[src/rtl/modbus_reg_arbiter.sv]
// Three-way round-robin arbiter in front of the Modbus holding-register DPRAM port B.
// It supports burst locking so that a multi-register reply reads a consistent snapshot, and range-checks every access.
module modbus_reg_arbiter #(
    parameter int A_WIDTH   = 8,
    parameter int D_WIDTH   = 16,
    parameter int REG_COUNT = 10
) (
    input  logic                   clk_in,
    input  logic                   rst_in,
    input  logic [2:0]             req_in,
    input  logic [2:0]             we_in,
    input  logic [2:0]             lock_in,
    input  logic [3*A_WIDTH-1:0]   addr_in,
    input  logic [3*D_WIDTH-1:0]   wdata_in,
    output logic [2:0]             gnt_out,
    output logic [2:0]             rvalid_out,
    output logic [2:0]             err_out,
    output logic [D_WIDTH-1:0]     rdata_out,
    output logic                   ram_en_out,
    output logic                   ram_we_out,
    output logic [A_WIDTH-1:0]     ram_addr_out,
    output logic [D_WIDTH-1:0]     ram_wdata_out,
    input  logic [D_WIDTH-1:0]     ram_rdata_in
);

    // state     | meaning
    // LOCK_FREE | no owner, round-robin arbitration
    // LOCK_R0   | requester 0 owns the port (bus parked on it)
    // LOCK_R1   | requester 1 owns the port
    // LOCK_R2   | requester 2 owns the port
    typedef enum logic [1:0] {LOCK_FREE, LOCK_R0, LOCK_R1, LOCK_R2} lock_state_t;

    lock_state_t lock_state, lock_state_nxt;

    logic [1:0]         rr_ptr;
    logic               owner_vld;
    logic [1:0]         owner_id;
    logic [1:0]         scan_0, scan_1, scan_2;
    logic               gnt_any;
    logic [1:0]         gnt_id;
    logic [A_WIDTH-1:0] sel_addr;
    logic [D_WIDTH-1:0] sel_wdata;
    logic               sel_we;
    logic               sel_oob;

    logic               s1_vld;
    logic               s1_rd;
    logic               s1_err;
    logic [1:0]         s1_id;
    logic               s2_rd_ok;

    always_comb begin
        owner_vld = 1'b1;
        owner_id  = 2'd0;
        case (lock_state)
            LOCK_R0: owner_id = 2'd0;
            LOCK_R1: owner_id = 2'd1;
            LOCK_R2: owner_id = 2'd2;
            default: owner_vld = 1'b0;
        endcase
    end

    always_comb begin
        scan_0 = 2'd0;
        scan_1 = 2'd1;
        scan_2 = 2'd2;
        case (rr_ptr)
            2'd0: begin scan_0 = 2'd1; scan_1 = 2'd2; scan_2 = 2'd0; end
            2'd1: begin scan_0 = 2'd2; scan_1 = 2'd0; scan_2 = 2'd1; end
            default: begin scan_0 = 2'd0; scan_1 = 2'd1; scan_2 = 2'd2; end
        endcase
    end

    // A lock owner parks the port even while it is idle.
    always_comb begin
        gnt_any = 1'b0;
        gnt_id  = 2'd0;
        if (!rst_in) begin
            if (owner_vld) begin
                if (req_in[owner_id]) begin
                    gnt_any = 1'b1;
                    gnt_id  = owner_id;
                end
            end else if (req_in[scan_0]) begin
                gnt_any = 1'b1;
                gnt_id  = scan_0;
            end else if (req_in[scan_1]) begin
                gnt_any = 1'b1;
                gnt_id  = scan_1;
            end else if (req_in[scan_2]) begin
                gnt_any = 1'b1;
                gnt_id  = scan_2;
            end
        end
        gnt_out = gnt_any ? (3'b001 << gnt_id) : 3'b000;
    end

    always_comb begin
        lock_state_nxt = lock_state;
        case (lock_state)
            LOCK_FREE: begin
                if (gnt_any && lock_in[gnt_id]) begin
                    case (gnt_id)
                        2'd0:    lock_state_nxt = LOCK_R0;
                        2'd1:    lock_state_nxt = LOCK_R1;
                        default: lock_state_nxt = LOCK_R2;
                    endcase
                end
            end
            LOCK_R0: if (!lock_in[0]) lock_state_nxt = LOCK_FREE;
            LOCK_R1: if (!lock_in[1]) lock_state_nxt = LOCK_FREE;
            LOCK_R2: if (!lock_in[2]) lock_state_nxt = LOCK_FREE;
            default: lock_state_nxt = LOCK_FREE;
        endcase
    end

    always_ff @(posedge clk_in) begin
        if (rst_in) begin
            lock_state <= LOCK_FREE;
        end else begin
            lock_state <= lock_state_nxt;
        end
    end

    always_comb begin
        case (gnt_id)
            2'd1: begin
                sel_addr  = addr_in[A_WIDTH +: A_WIDTH];
                sel_wdata = wdata_in[D_WIDTH +: D_WIDTH];
                sel_we    = we_in[1];
            end
            2'd2: begin
                sel_addr  = addr_in[2*A_WIDTH +: A_WIDTH];
                sel_wdata = wdata_in[2*D_WIDTH +: D_WIDTH];
                sel_we    = we_in[2];
            end
            default: begin
                sel_addr  = addr_in[0 +: A_WIDTH];
                sel_wdata = wdata_in[0 +: D_WIDTH];
                sel_we    = we_in[0];
            end
        endcase
        sel_oob = (32'(sel_addr) >= 32'(REG_COUNT));
    end

    // Out-of-range accesses are consumed but never reach the RAM; the address and data registers hold their last value.
    always_ff @(posedge clk_in) begin
        if (rst_in) begin
            rr_ptr        <= 2'd2;
            ram_en_out    <= 1'b0;
            ram_we_out    <= 1'b0;
            ram_addr_out  <= '0;
            ram_wdata_out <= '0;
            s1_vld        <= 1'b0;
            s1_rd         <= 1'b0;
            s1_err        <= 1'b0;
            s1_id         <= 2'd0;
            rvalid_out    <= 3'b000;
            err_out       <= 3'b000;
            s2_rd_ok      <= 1'b0;
        end else begin
            if (gnt_any) begin
                rr_ptr <= gnt_id;
            end
            ram_en_out <= gnt_any && !sel_oob;
            ram_we_out <= gnt_any && !sel_oob && sel_we;
            if (gnt_any && !sel_oob) begin
                ram_addr_out  <= sel_addr;
                ram_wdata_out <= sel_wdata;
            end
            s1_vld     <= gnt_any;
            s1_rd      <= !sel_we;
            s1_err     <= sel_oob;
            s1_id      <= gnt_id;
            rvalid_out <= (s1_vld && s1_rd)  ? (3'b001 << s1_id) : 3'b000;
            err_out    <= (s1_vld && s1_err) ? (3'b001 << s1_id) : 3'b000;
            s2_rd_ok   <= s1_vld && s1_rd && !s1_err;
        end
    end

    assign rdata_out = s2_rd_ok ? ram_rdata_in : '0;

endmodule
[config.mk]
export PLATFORM = sky130hd
export DESIGN_NAME = modbus_reg_arbiter
export DESIGN_NICKNAME = d
export VERILOG_FILES = /design/src/rtl/modbus_reg_arbiter.sv
export SDC_FILE = /design/constraint.sdc
export NUM_CORES = 1
export LEC_CHECK = 0
export CAP_MARGIN = 20
export CORE_MARGIN = 5
export CORE_UTILIZATION = 39
export CTS_CLUSTER_DIAMETER = 40
export DETAILED_ROUTE_END_ITERATION = 12
export GPL_TIMING_DRIVEN = 0
export PLACE_DENSITY_LB_ADDON = 0.2
export SYNTH_ARGS = -nofsm -noshare
export SYNTH_HDL_FRONTEND = slang
export SYNTH_SLANG_ARGS = --single-unit
[constraint.sdc]
create_clock -name clk_in -period 7.54 [get_ports clk_in]
set_input_delay 1.508 -clock clk_in [delete_from_list [all_inputs] [get_ports clk_in]]
set_output_delay 1.508 -clock clk_in [all_outputs]
set_load 0.02 [all_outputs]
==> results.sh, run 1 <==
export IMPL_dieWidth_um=85.42
export IMPL_fin_area_sq_um=3891
export IMPL_detailed_place_hpwl_um=5990
export IMPL_drt_pass1_iter_count=4
export IMPL_clk_pin_slew_worst_paths_ps=70
export IMPL_startpoint="req_in[1]"
export IMPL_routedWlPerCell_um=14.31
export IMPL_dieArea_sq_um=7297
export IMPL_worstMarginPinSlew_ps=566.9
export IMPL_postPlaceCellArea_sq_um=3800
export IMPL_ys_async_sr_fraction=0
export IMPL_drv_slew=0
export IMPL_grt_pass1_wl_um=11390
export IMPL_gp_congestion=0.8041
export IMPL_overflow=0
export IMPL_yosysSeqAreaShare=0.3790
export IMPL_io_pins=150
export IMPL_ir_worst_vdd_v=0.00007624
export IMPL_clk_latency_ps=290
export IMPL_cp_max_fo=10
export IMPL_rsz0062_at_grt="false"
export IMPL_grt_max_degree=13
export IMPL_syn_inst=277
export IMPL_criticalPathCategory="input port to output pin"
export IMPL_post_cts_buffers=0
export IMPL_vias=2573
export IMPL_fin_setup_tns_ps=0
export IMPL_p_leak_nw=1.396
export IMPL_dieHeight_um=85.42
export IMPL_core_region_area_sq_um=5507
export IMPL_cts_inserted_buffers=5
export IMPL_maxCapViolCount=0
export IMPL_cts_tree="done"
export IMPL_hold_viol=0
export IMPL_drt_iter0_drc=52
export IMPL_start_util=0.4029
export IMPL_grt_pass1_vias=2499
export IMPL_syn_avg_cell_area_sq_um=8.009
export IMPL_drtAntennaViolNets=0
export IMPL_status="finished clean"
export IMPL_cts_resized=0
export IMPL_synth_area_leader_cell="dfxtp_1"
export IMPL_cp_arrival_ps=4730
export IMPL_start_kind="input port"
export IMPL_finish_utilization=0.7067
export IMPL_max_clock_freq_mhz=160.2
export IMPL_fin_nets=536
export IMPL_period_share=0.8278
export IMPL_synth_seq_cells=42
export IMPL_yosys_most_used_dff="dfxtp_1"
export IMPL_power_density_nw_per_um2=163.3
export IMPL_syn_cell_area_sq_um=2218
export IMPL_drc_errors=0
export IMPL_cts_root_buffer="clkbuf_8"
export IMPL_hp_class="flip-flop to flip-flop"
export IMPL_yosysWarnings=0
export IMPL_synth_edf_count=0
export IMPL_layout_drive_gt1_share=0.05530
export IMPL_wl_um=7242
export IMPL_grt_antenna_before_repair=0
export IMPL_synth_top_area_frac=0.3790
export IMPL_cts_hold_buf=0
export IMPL_synth_cell_types=37
export IMPL_worstHoldStart="s1_err"
export IMPL_htreeDepth=2
export IMPL_worstPathRequired_ps=6030
export IMPL_finClkSkew_ps=4.169
export IMPL_grtUsageTotal=0.1912
export IMPL_antennaDiodeCount=0
export IMPL_portBuffers=149
export IMPL_reg2reg_from="rr_ptr[0]"
export IMPL_std_cell_rows=27
export IMPL_via_per_inst=5.085
export IMPL_n_fill_cell=474
export IMPL_synth_area_leaders="dfxtp_1, o21ai_1, nor2b_1"
export IMPL_cts_sinks=42
export IMPL_syn_num_nets=380
export IMPL_clockBufferDepth=2
export IMPL_min_period_ps=6242
export IMPL_synthToLayoutAreaGrowth_pct=75.41
export IMPL_slew_headroom=0.6221
export IMPL_endpoint_kind="output pin"
export IMPL_setup_viol=0
-- power by group --
group,switching (mW),internal [mW]
clock,0.0728,0.0738
sequential,0.0109,0.242
combinational,0.120,0.117
-- path summary, 6_finish.rpt --
path / end / slack (ps) / cells after the start
worst max-delay path: gnt_out[1] / 1300 / 10
worst min-delay path: s2_rd_ok / 430 / 1
worst max register to register: ram_wdata_out[13] / 4560 / 11
worst min register to register: s2_rd_ok / 430 / 1
-- cell families after synthesis --
group | after synthesis | share of synthesized area
AOI/OAI and AO/OA | 99 | 0.2871
and+or+nand+nor | 100 | 0.2459
buffers and inverters | 30 | 0.05640
adders and majority gates | 4 | 0.02256
DFF | 42 | 0.3790
muxes | 2 | 0.009025
-- synthesized netlist by cell type, drive strengths merged, types with 5 or more instances --
library cell and count:
dfxtp 42, o21ai 38, nor2 28, nor2b 23
a21oi 22, a22oi 20, and2 20, clkbuf 17
inv 10, nand2 7, o31ai 7, nor4 5
-- through the flow --
step / hold slack [ps] / power [mW] / cells / worst slack [ps]
2_1_floorplan: 397.8 / 0.3793 / 277 / 2782
3_3_place_gp: 417.4 / 0.4899 / 498 / 1382
3_5_place_dp: 423.5 / 0.4944 / 498 / 1313
4_1_cts: 433.8 / 0.6404 / 506 / 1301
5_1_grt: 445.7 / 0.6710 / 506 / 1050
6_report: 433.8 / 0.6353 / 506 / 1298
-- layout make-up --
class	count	area, sq um	area share
Sequential cell	42	840.8	0.2161
Inverter	10	37.54	0.009646
Timing Repair Buffer	149	1491	0.3833
Clock buffer	7	86.33	0.02219
Tap cell	72	90.09	0.02315
Clock inverter	1	5.005	0.001286
Buffer	20	87.58	0.02251
Multi-Input combinational cell	205	1252	0.3219
-- critical path, stage by stage --
cell	delay (ps)
clkdlybuf4s50_1	540
nor2b_1	150
o22ai_1	100
a21oi_1	240
or2_1	300
ha_1	320
clkbuf_1	360
clkbuf_1	410
and2_1	200
clkdlybuf4s50_1	600
-- sequential cells by signal (all words and copies together) (netlist names) --
| register | count |
|---|---|
| ram_wdata_out | 16 |
| ram_addr_out | 8 |
| err_out | 3 |
| rvalid_out | 3 |
| lock_state | 2 |
| rr_ptr | 2 |
| s1_id | 2 |
| ram_en_out | 1 |
| ram_we_out | 1 |
| s1_err | 1 |
| s1_rd | 1 |
| s1_vld | 1 |
| s2_rd_ok | 1 |
-- layer usage --
layer	vias up	wire length [um]	part of all wire	GRT usage
met5	-	0	0	0
met4	0	134	0.019	0.06331
met3	10	631	0.087	0.05922
met2	110	3508	0.48	0.3340
met1	1159	2967	0.41	0.2204
li1	1294	-	-	-
-- cell usage in the layout, fill, tap and decap left out, drive strengths merged, types with 5 or more instances in the layout --
cell type      count
o21ai             38
inv               10
a21oi             22
nor2b             23
clkbuf            24
a22oi             20
clkdlybuf4s50    149
nand2              7
dfxtp             42
o31ai              7
nor2              28
and2              20
nor4               5
Note: power is estimated with default switching activity, not from simulation.
==> run 2: changes to the inputs <==
--- a/config.mk
+++ b/config.mk
@@ -7,7 +7,7 @@
 export LEC_CHECK = 0
 export CAP_MARGIN = 20
 export CORE_MARGIN = 5
-export CORE_UTILIZATION = 39
+export CORE_UTILIZATION = 32
 export CTS_CLUSTER_DIAMETER = 40
 export DETAILED_ROUTE_END_ITERATION = 12
 export GPL_TIMING_DRIVEN = 0
==> constraint.sdc (replaced) <==
create_clock -name clk_in -period 5.5 [get_ports clk_in]
set_input_delay 1.1 -clock clk_in [delete_from_list [all_inputs] [get_ports clk_in]]
set_output_delay 1.1 -clock clk_in [all_outputs]
set_load 0.02 [all_outputs]
==> run 2 against run 1 <==
  * Clock skew fell by 0.84 ps
  * Flip-flop and latch count did not move
  * Clock-buffer cell count down 2
  * Setup slack got worse by 1000 ps
  * Combinational power grew 38%
  * Cell count grew 1.6%
  * Die area grew 19%
  * Power grew 37%
  * First-iteration DRC count grew 62%
  * Non-clock buffer count unchanged
  * Largest cell class unchanged
  * Highest routed layer unchanged
==> results.sh, run 2 (synthesized netlist as in run 1, its figures left out) <==
export IMPL_clk_pin_slew_worst_paths_ps=80
export IMPL_hold_viol=0
export IMPL_status="finished clean"
export IMPL_dieWidth_um=93.26
export IMPL_core_region_area_sq_um=6756
export IMPL_drt_iter0_drc=84
export IMPL_grtUsageTotal=0.1672
export IMPL_final_cell_mix="clkdlybuf4s50_1, dfxtp_1, o21ai_1"
export IMPL_layout_drive_gt1_share=0.06221
export IMPL_rsz0062_at_grt="true"
export IMPL_drtAntennaViolNets=0
export IMPL_cts_root_buffer="clkbuf_8"
export IMPL_ir_worst_vdd_v=0.0001135
export IMPL_clk_latency_ps=290
export IMPL_met1_usage=0.1898
export IMPL_hp_class="flip-flop to flip-flop"
export IMPL_grt_pass1_vias=2424
export IMPL_largestRegisters="ram_wdata_out x16, ram_addr_out x8"
export IMPL_grt_max_degree=15
export IMPL_criticalPathCategory="input port to output pin"
export IMPL_power_density_nw_per_um2=223.2
export IMPL_start_kind="input port"
export IMPL_largest_register="ram_wdata_out"
export IMPL_final_common_cell="clkdlybuf4s50_1"
export IMPL_wl_um=7473
export IMPL_endpoint_kind="output pin"
export IMPL_routedWlPerCell_um=14.54
export IMPL_cts_tree="done"
export IMPL_drt_pass1_iter_count=4
export IMPL_max_clock_freq_mhz=190.6
export IMPL_p_leak_nw=1.403
export IMPL_clockBufferDepth=2
export IMPL_drc_errors=0
export IMPL_worstMarginPinSlew_ps=552.5
export IMPL_start_util=0.3283
export IMPL_cp_max_fo=10
export IMPL_dieArea_sq_um=8697
export IMPL_largest_reg_flops=16
export IMPL_io_pins=150
export IMPL_grt_antenna_before_repair=0
export IMPL_cts_inserted_buffers=5
export IMPL_finish_utilization=0.5772
export IMPL_period_share=0.9541
export IMPL_htreeDepth=2
export IMPL_cts_sinks=42
export IMPL_grt_pass1_wl_um=11640
export IMPL_synthToLayoutAreaGrowth_pct=75.80
export IMPL_fin_nets=536
export IMPL_instances_no_fill=514
export IMPL_portBuffers=149
export IMPL_grtUsageMet2=0.2978
export IMPL_detailed_place_hpwl_um=6188
export IMPL_placed_cells=506
export IMPL_slew_headroom=0.6317
export IMPL_grt_util_met3=0.07080
export IMPL_vias=2492
export IMPL_via_per_inst=4.848
export IMPL_totalPowerFinal_mw=0.8705
export IMPL_drv_slew=0
export IMPL_setup_viol=0
export IMPL_maxCapViolCount=0
export IMPL_place_ws_ps=56.40
export IMPL_std_cell_rows=30
export IMPL_worstPathRequired_ps=4400
export IMPL_finClkSkew_ps=3.334
export IMPL_dieHeight_um=93.26
export IMPL_antennaDiodeCount=0
export IMPL_top_usage_layer="met2"
export IMPL_min_period_ps=5247
export IMPL_cp_arrival_ps=4150
export IMPL_overflow=0
export IMPL_gp_congestion=0.8174
export IMPL_setup_slack_ps=252.7
run 2: changes by cell type in the layout (fill, tap and decap cells not counted), sizes merged:
cell,delta
inv,+1
clkinv,+1
clkbuf,-2
run 2: layer usage:
layer,up-vias,wire [um]
met4,0,35
li1,1295,-
met3,4,718
met5,-,0
met2,97,3629
met1,1096,3090
run 2: what timing repair did:
item / CTS / global route
endpoints found under the setup margin: 0 / 2
setup buffers: 0 / 0
resized for setup: 0 / 4
hold endpoints to repair: 0 / 0
hold buffers: 0 / 0
run 2: critical path, stage by stage:
cell and delay (ps):
clkdlybuf4s50_1 530, nor2b_1 160, o22ai_1 100, a21oi_1 220
or2_1 310, ha_1 310, clkbuf_1 360, clkbuf_2 300
and2_1 150, clkdlybuf4s50_1 620
run 2: cell type report:
cell class                 instances  area (sq um)
inverter                          10         37.54
fill                             639          2856
clock inverter                     3         18.77
buffer                            20         90.09
tap                               80         100.1
clock buffer                       5         68.82
timing repair buffer             149          1491
multi-input combinational        205          1252
sequential                        42         840.8
run 2: stage by stage:
| step | TNS (ps) | area [sq um] | hold WS (ps) |
|---|---|---|---|
| 2_1_floorplan | 0 | 2218 | 397.8 |
| 3_3_place_gp | 0 | 3810 | 410.5 |
| 3_5_place_dp | 0 | 3810 | 422.2 |
| 4_1_cts | 0 | 3897 | 434.9 |
| 5_1_grt | -28.10 | 3900 | 449.0 |
| 6_report | 0 | 3900 | 435.0 |
run 2: worst paths after layout:
path	end	from	slack, ps	cells past startpoint
worst max register to register	ram_wdata_out[14]	lock_state[0]	2530	11
worst min register to register	s2_rd_ok	s1_err	440	1
worst min-delay path	s2_rd_ok	s1_err	440	1
worst max-delay path	gnt_out[1]	req_in[1]	250	10
run 2: power breakdown:
group,internal (mW),switching [mW],total (mW)
clock network,0.0894,0.110,0.199
registers,0.331,0.0154,0.347
logic,0.160,0.165,0.325
total,0.581,0.290,0.870
